$ cat src/rtl/fir_mac_seq.sv
// Time-multiplexed FIR sequencer: one MAC per cycle through an
// external multiplier and coefficient ROM, saturating accumulate.
module fir_mac_seq #(
  parameter int SIZE = 21,
  parameter int TAPS = 8,
  parameter int CW   = 3
) (
  input  logic            clk,
  input  logic            reset,
  input  logic [SIZE-1:0] sample_in,
  input  logic            sample_valid,
  output logic            ready,
  output logic [CW-1:0]   coef_idx,
  input  logic [SIZE-1:0] coef,
  output logic [SIZE-1:0] mul_a,
  output logic [SIZE-1:0] mul_b,
  input  logic [SIZE-1:0] mul_p,
  output logic [SIZE-1:0] y_out,
  output logic            y_valid
);

  typedef enum logic {
    IDLE,
    MAC
  } state_t;

  localparam logic [CW-1:0] KLAST = CW'(TAPS - 1);
  localparam logic [SIZE-1:0] SMAX = {1'b0, {(SIZE-1){1'b1}}};
  localparam logic [SIZE-1:0] SMIN = {1'b1, {(SIZE-1){1'b0}}};

  state_t          state;
  state_t          state_nx;
  logic [CW-1:0]   k;
  logic [SIZE-1:0] acc;
  logic [SIZE-1:0] sum;
  logic [SIZE-1:0] raw;
  logic [SIZE-1:0] x [TAPS];

  // Overflow only when both operands share a sign the sum lost.
  always_comb begin
    raw = acc + mul_p;
    sum = raw;
    if (!acc[SIZE-1] && !mul_p[SIZE-1] && raw[SIZE-1])
      sum = SMAX;
    else if (acc[SIZE-1] && mul_p[SIZE-1] && !raw[SIZE-1])
      sum = SMIN;
  end

  always_comb begin
    state_nx = state;
    ready    = 1'b0;
    coef_idx = '0;
    mul_a    = '0;
    mul_b    = '0;
    unique case (state)
      IDLE: begin
        ready = 1'b1;
        if (sample_valid)
          state_nx = MAC;
      end
      MAC: begin
        coef_idx = k;
        mul_a    = x[k];
        mul_b    = coef;
        if (k == KLAST)
          state_nx = IDLE;
      end
      default: state_nx = IDLE;
    endcase
  end

  always_ff @(posedge clk) begin
    if (reset) begin
      state   <= IDLE;
      k       <= '0;
      acc     <= '0;
      y_out   <= '0;
      y_valid <= 1'b0;
      for (int i = 0; i < TAPS; i++)
        x[i] <= '0;
    end else begin
      state   <= state_nx;
      y_valid <= 1'b0;
      unique case (state)
        IDLE: begin
          if (sample_valid) begin
            x[0] <= sample_in;
            for (int i = 1; i < TAPS; i++)
              x[i] <= x[i-1];
            acc <= '0;
            k   <= '0;
          end
        end
        MAC: begin
          if (k == KLAST) begin
            y_out   <= sum;
            y_valid <= 1'b1;
            k       <= '0;
          end else begin
            acc <= sum;
            k   <= k + 1'b1;
          end
        end
        default: ;
      endcase
    end
  end

endmodule

$ cat config.mk
export PLATFORM = sky130hd
export DESIGN_NAME = fir_mac_seq
export DESIGN_NICKNAME = d
export VERILOG_FILES = /design/src/rtl/fir_mac_seq.sv
export SDC_FILE = /design/constraint.sdc
export NUM_CORES = 1
export LEC_CHECK = 0
export BUFFER_PORTS_ARGS = -buffer_cell sky130_fd_sc_hd__buf_2
export CAP_MARGIN = 10
export CORE_ASPECT_RATIO = 1.1
export CORE_MARGIN = 2
export CORE_UTILIZATION = 45
export CTS_CLUSTER_DIAMETER = 40
export DETAILED_ROUTE_END_ITERATION = 8
export MAX_ROUTING_LAYER = met4
export PLACE_DENSITY_LB_ADDON = 0.3
export REMOVE_ABC_BUFFERS = 1
export SYNTH_ARGS = -nofsm -noshare
export SYNTH_HDL_FRONTEND = slang
export SYNTH_SLANG_ARGS = --single-unit
$ cat constraint.sdc
create_clock -name clk -period 7 [get_ports clk]
set_input_delay 0.7 -clock clk [delete_from_list [all_inputs] [get_ports clk]]
set_output_delay 0.7 -clock clk [all_outputs]
set_load 0.01 [all_outputs]
---- After elaboration in Yosys (flattened, before gate mapping) ----
Memory sizes are Yosys's and may differ from the RTL's. A register that Yosys moved wholly into a read port is not among the register bits.
Index checks and enable logic that the tools add are counted.
word-level totals
  output and inout bits ................... 68
  input bits .............................. 66
  memories kept ........................... 1
  word-level logic and storage cells ...... 61
  RAM bits ................................ 168
  register bits ........................... 47
memory list
  name  words  bits a word  rd ports  clocked after memory_dff  write ports  RTL line  text
  x     8      21           8         1                         8            37        logic [SIZE-1:0] x [TAPS];
cells by class
  add/sub/neg operators ................... 2
  muxes and demuxes ....................... 31
  equal/unequal tests ..................... 3
  bitwise operators ....................... 9
  reduce and logical (&&, ||, !) cells .... 10
operators by type and width
  operator                                                        number
  21-bit two-way mux                                              14
  21-bit case mux with 2 select lines                             1
  21-bit adder                                                    1
  3-bit two-way mux                                               5
  1-bit two-way mux                                               9
  1-bit OR                                                        8
  3-bit case mux with 2 select lines                              1
  1-bit logical AND                                               4
  2-bit inequality test (second input constant)                   2
  2-bit AND reduction                                             2
  3-bit by 1-bit adder with 3-bit output (second input constant)  1
  3-bit == test (second input constant)                           1
  1-bit logical NOT                                               3
  1-bit case mux with 2 select lines                              1
  2-bit OR reduction                                              1
  1-bit NOT                                                       1

---- Logic depth before layout (Yosys ltp) ----
  depth in word-level cells ............... 7
  mapped depth ............................ 12
  depth with buffers taken out ............ 11

---- Worst setup path after synthesis ----
No wires, ideal clock.
  path type ............................... input -> register
  from .................................... input port reset
  to ...................................... memory x[0][0] (enable)
  setup time .............................. 557 ps
  path buffers ............................ 1
  stages on the path ...................... 2
  data required time ...................... 6,443 ps
  arrival time ............................ 5,025 ps
  setup slack ............................. 1,418 ps
  cell sequence ........................... clkbuf_1 > nand2b_1
RTL lines
  item             RTL line  text
  start, declared  9         input logic reset,
  end, declared    37

==> metrics.json <==
{
  "status": {
    "outcome": "finished clean"
  },
  "power_and_ir_drop": {
    "worst_ir_drop_vdd_v": 0.000311,
    "power-per-cell-area_mw_per_mm2": 290,
    "p_total_mw": 3.69,
    "leakagePower_nw": 5.07
  },
  "placed_design": {
    "dpl_worst_slack_ps": 3140,
    "gp_routability_congestion": 0.831,
    "port_buffers": 133,
    "post-place-cells": 1222,
    "detailed_place.area_mm2": 0.0115,
    "dp.final_hpwl_um": 13100
  },
  "finish": {
    "area_used_by_sequential_logic_in_the_layout_mm2": 0.00605,
    "multi_input_area_mm2": 0.00435,
    "finalNetCount": 1045,
    "layout_common_cells": "sky130_fd_sc_hd__edfxtp_1, sky130_fd_sc_hd__and2_1, sky130_fd_sc_hd__buf_2",
    "instances_no_fill": 1286,
    "filler_cell_count": 1993,
    "layout-area-overhead-vs-synth_pct": 19.4,
    "final_layout_size_suffix_gt1_share_pct": 27.0,
    "layout.cell_area.non_filler_mm2": 0.0127,
    "layout_commonest_cell": "sky130_fd_sc_hd__edfxtp_1",
    "antenna_cells": 0
  },
  "grt": {
    "grt_pass1_wl_um": 34900,
    "grt_util_all_layers_pct": 18.1,
    "globalRoute.totalOverflow": 0,
    "grt_antenna_before_repair": 0,
    "grt_pass1_vias": 6745,
    "pin_count_of_the_biggest_net_entering_global_routing": 89
  },
  "synthesis": {
    "ys_ff_latch": 218,
    "share_of_the_yosys_chip_area_belonging_to_registers_pct": 56.7,
    "synth-edff-count": 168,
    "synthArstFlopShare_pct": 0,
    "synth_flop_cell": "sky130_fd_sc_hd__edfxtp_1",
    "mappedNetlistArea_mm2": 0.0107,
    "synth.lib_cells_used.distinct": 66,
    "syn_inst": 833,
    "synth.yosys.warnings": 0,
    "post_syn_area_per_cell_um2": 12.8
  },
  "clock_network": {
    "clkSlewWorstSetupHoldPaths_ps": 50,
    "clock_tree.buffer_depth": 3,
    "tritoncts.num_buffers": 35,
    "cts_hold_buf": 0,
    "clk-insertion-delay-late_ps": 510,
    "root_buffer": "sky130_fd_sc_hd__clkbuf_16",
    "tritoncts": "done",
    "post_cts_buffers": 0,
    "post_cts_resize_count": 0,
    "htree_depth": 2,
    "clkSinkCount": 218
  },
  "die": {
    "floorplan.die_area_mm2": 0.0249,
    "std_cell_rows": 59,
    "die_h_um": 165,
    "dieWidth_um": 151,
    "num_io_pins": 134,
    "core_area_mm2": 0.0235,
    "start_util_pct": 45.4
  },
  "worst_hold_path": {
    "timing.hold.worst.class": "flop to flop"
  },
  "timing": {
    "final_hold_viol_count": 0,
    "setup_repair_after_global_routing_missed_its_margin": "false",
    "post-route-period-util_pct": 50.3,
    "finalCriticalPeriod_ps": 3520,
    "final_max_slew_viol_count": 0,
    "max_slew_margin_pct": 21.1,
    "tightest_slew_ps": 1180,
    "postLayoutSetupSlackWorst_ps": 3480,
    "report.final.setup_viol": 0,
    "fmax_mhz": 284,
    "skew_ps": 21.8,
    "fin_setup_tns_ps": 0
  },
  "route": {
    "route.layer.met1.wl_um": 10100,
    "drt_iter0_markers": 364,
    "dr_wl_met2_um": 10100,
    "dr.pass1.iters": 4,
    "dr.max_layer_used": "met4",
    "dr_wl_met3_um": 1220,
    "ant_nets": 0,
    "vias_per_cell": 5.35,
    "drt-total-wl_um": 21700,
    "num_vias": 6880,
    "route.detailed.wl_per_inst_um": 16.9,
    "drt_drc_violations_left": 0
  },
  "worst_setup_path": {
    "timing.critical_path.fanout_max": 88,
    "criticalPathCategory": "flop to flop",
    "worst_setup_path_end_kind": "flop",
    "worst-endpoint-arrival_ps": 3660,
    "critPathRequiredTime_ps": 7140,
    "critPathLaunchType": "flop"
  },
  "job": {
    "maxCapViolCount": 0
  }
}
==> worst paths after layout <==
kind / from / endpoint / slack (ps) / depth (start not counted)
hold reg to reg: acc[2] / acc[2] / 450 / 2
hold / removal: acc[2] / acc[2] / 450 / 2
setup / recovery: state / x[1][20] / 3480 / 4
setup reg to reg: state / x[1][20] / 3480 / 4
==> per-layer routing <==
metal  vias to the layer above  GRT usage, %
met5                         -             -
met4                         0          5.40
met3                        34          3.35
met2                       168          28.1
met1                      3383          24.5
li1                       3295             -
==> critical path, stage by stage (launching register included) <==
cell,delay (ps)
sky130_fd_sc_hd__dfxtp_1,570
sky130_fd_sc_hd__inv_2,570
sky130_fd_sc_hd__nand2_1,370
sky130_fd_sc_hd__nand2b_4,940
sky130_fd_sc_hd__buf_4,620
==> area by class of cell <==
| cell class | instances | share of cell area [%] |
|---|---|---|
| multi-input combinational | 550 | 34.2 |
| tap | 305 | 3.00 |
| clock buffer | 42 | 7.42 |
| timing repair buffer | 140 | 5.66 |
| inverter | 9 | 0.265 |
| sequential | 218 | 47.5 |
| clock inverter | 22 | 1.92 |
==> through the flow <==
step	hold WS, ps	util, %
finish	451	54.2
detailed placement	448	49.2
global placement	440	49.2
CTS	445	54.2
floorplan	429	-
global route	458	54.2
==> flip-flops by register name, indices dropped and copies added, names as in the netlist, named ones only <==
name	count
x	168
acc	21
y_out	21
k	3
state	1
y_valid	1
==> logic make-up after synthesis <==
family	synth area share, %
and+or+nand+nor	17.0
xor gates and xnor gates	1.07
buffers and inverters	2.59
muxes	11.1
adders and majority gates	3.00
AOI/OAI and AO/OA	8.50
DFF	56.7
==> power by group <==
group	switching (mW)	internal [mW]
logic	0.216	0.180
clock network	0.618	1.12
registers	0.0554	1.50
==> cells in the mapped netlist (all sizes together), types with 20 or more instances <==
master  number  area [µm²]
o21ai       20         100
a21oi       36         195
nor2        58         218
clkbuf      44         170
mux2i       23         230
dfxtp       50        1000
and2       154         966
nor2b       46         288
mux4        42         946
edfxtp     168        5040
nand2       26        97.6
a211oi      22         180
ha          24         300
Power figures use the tool's default switching activity.
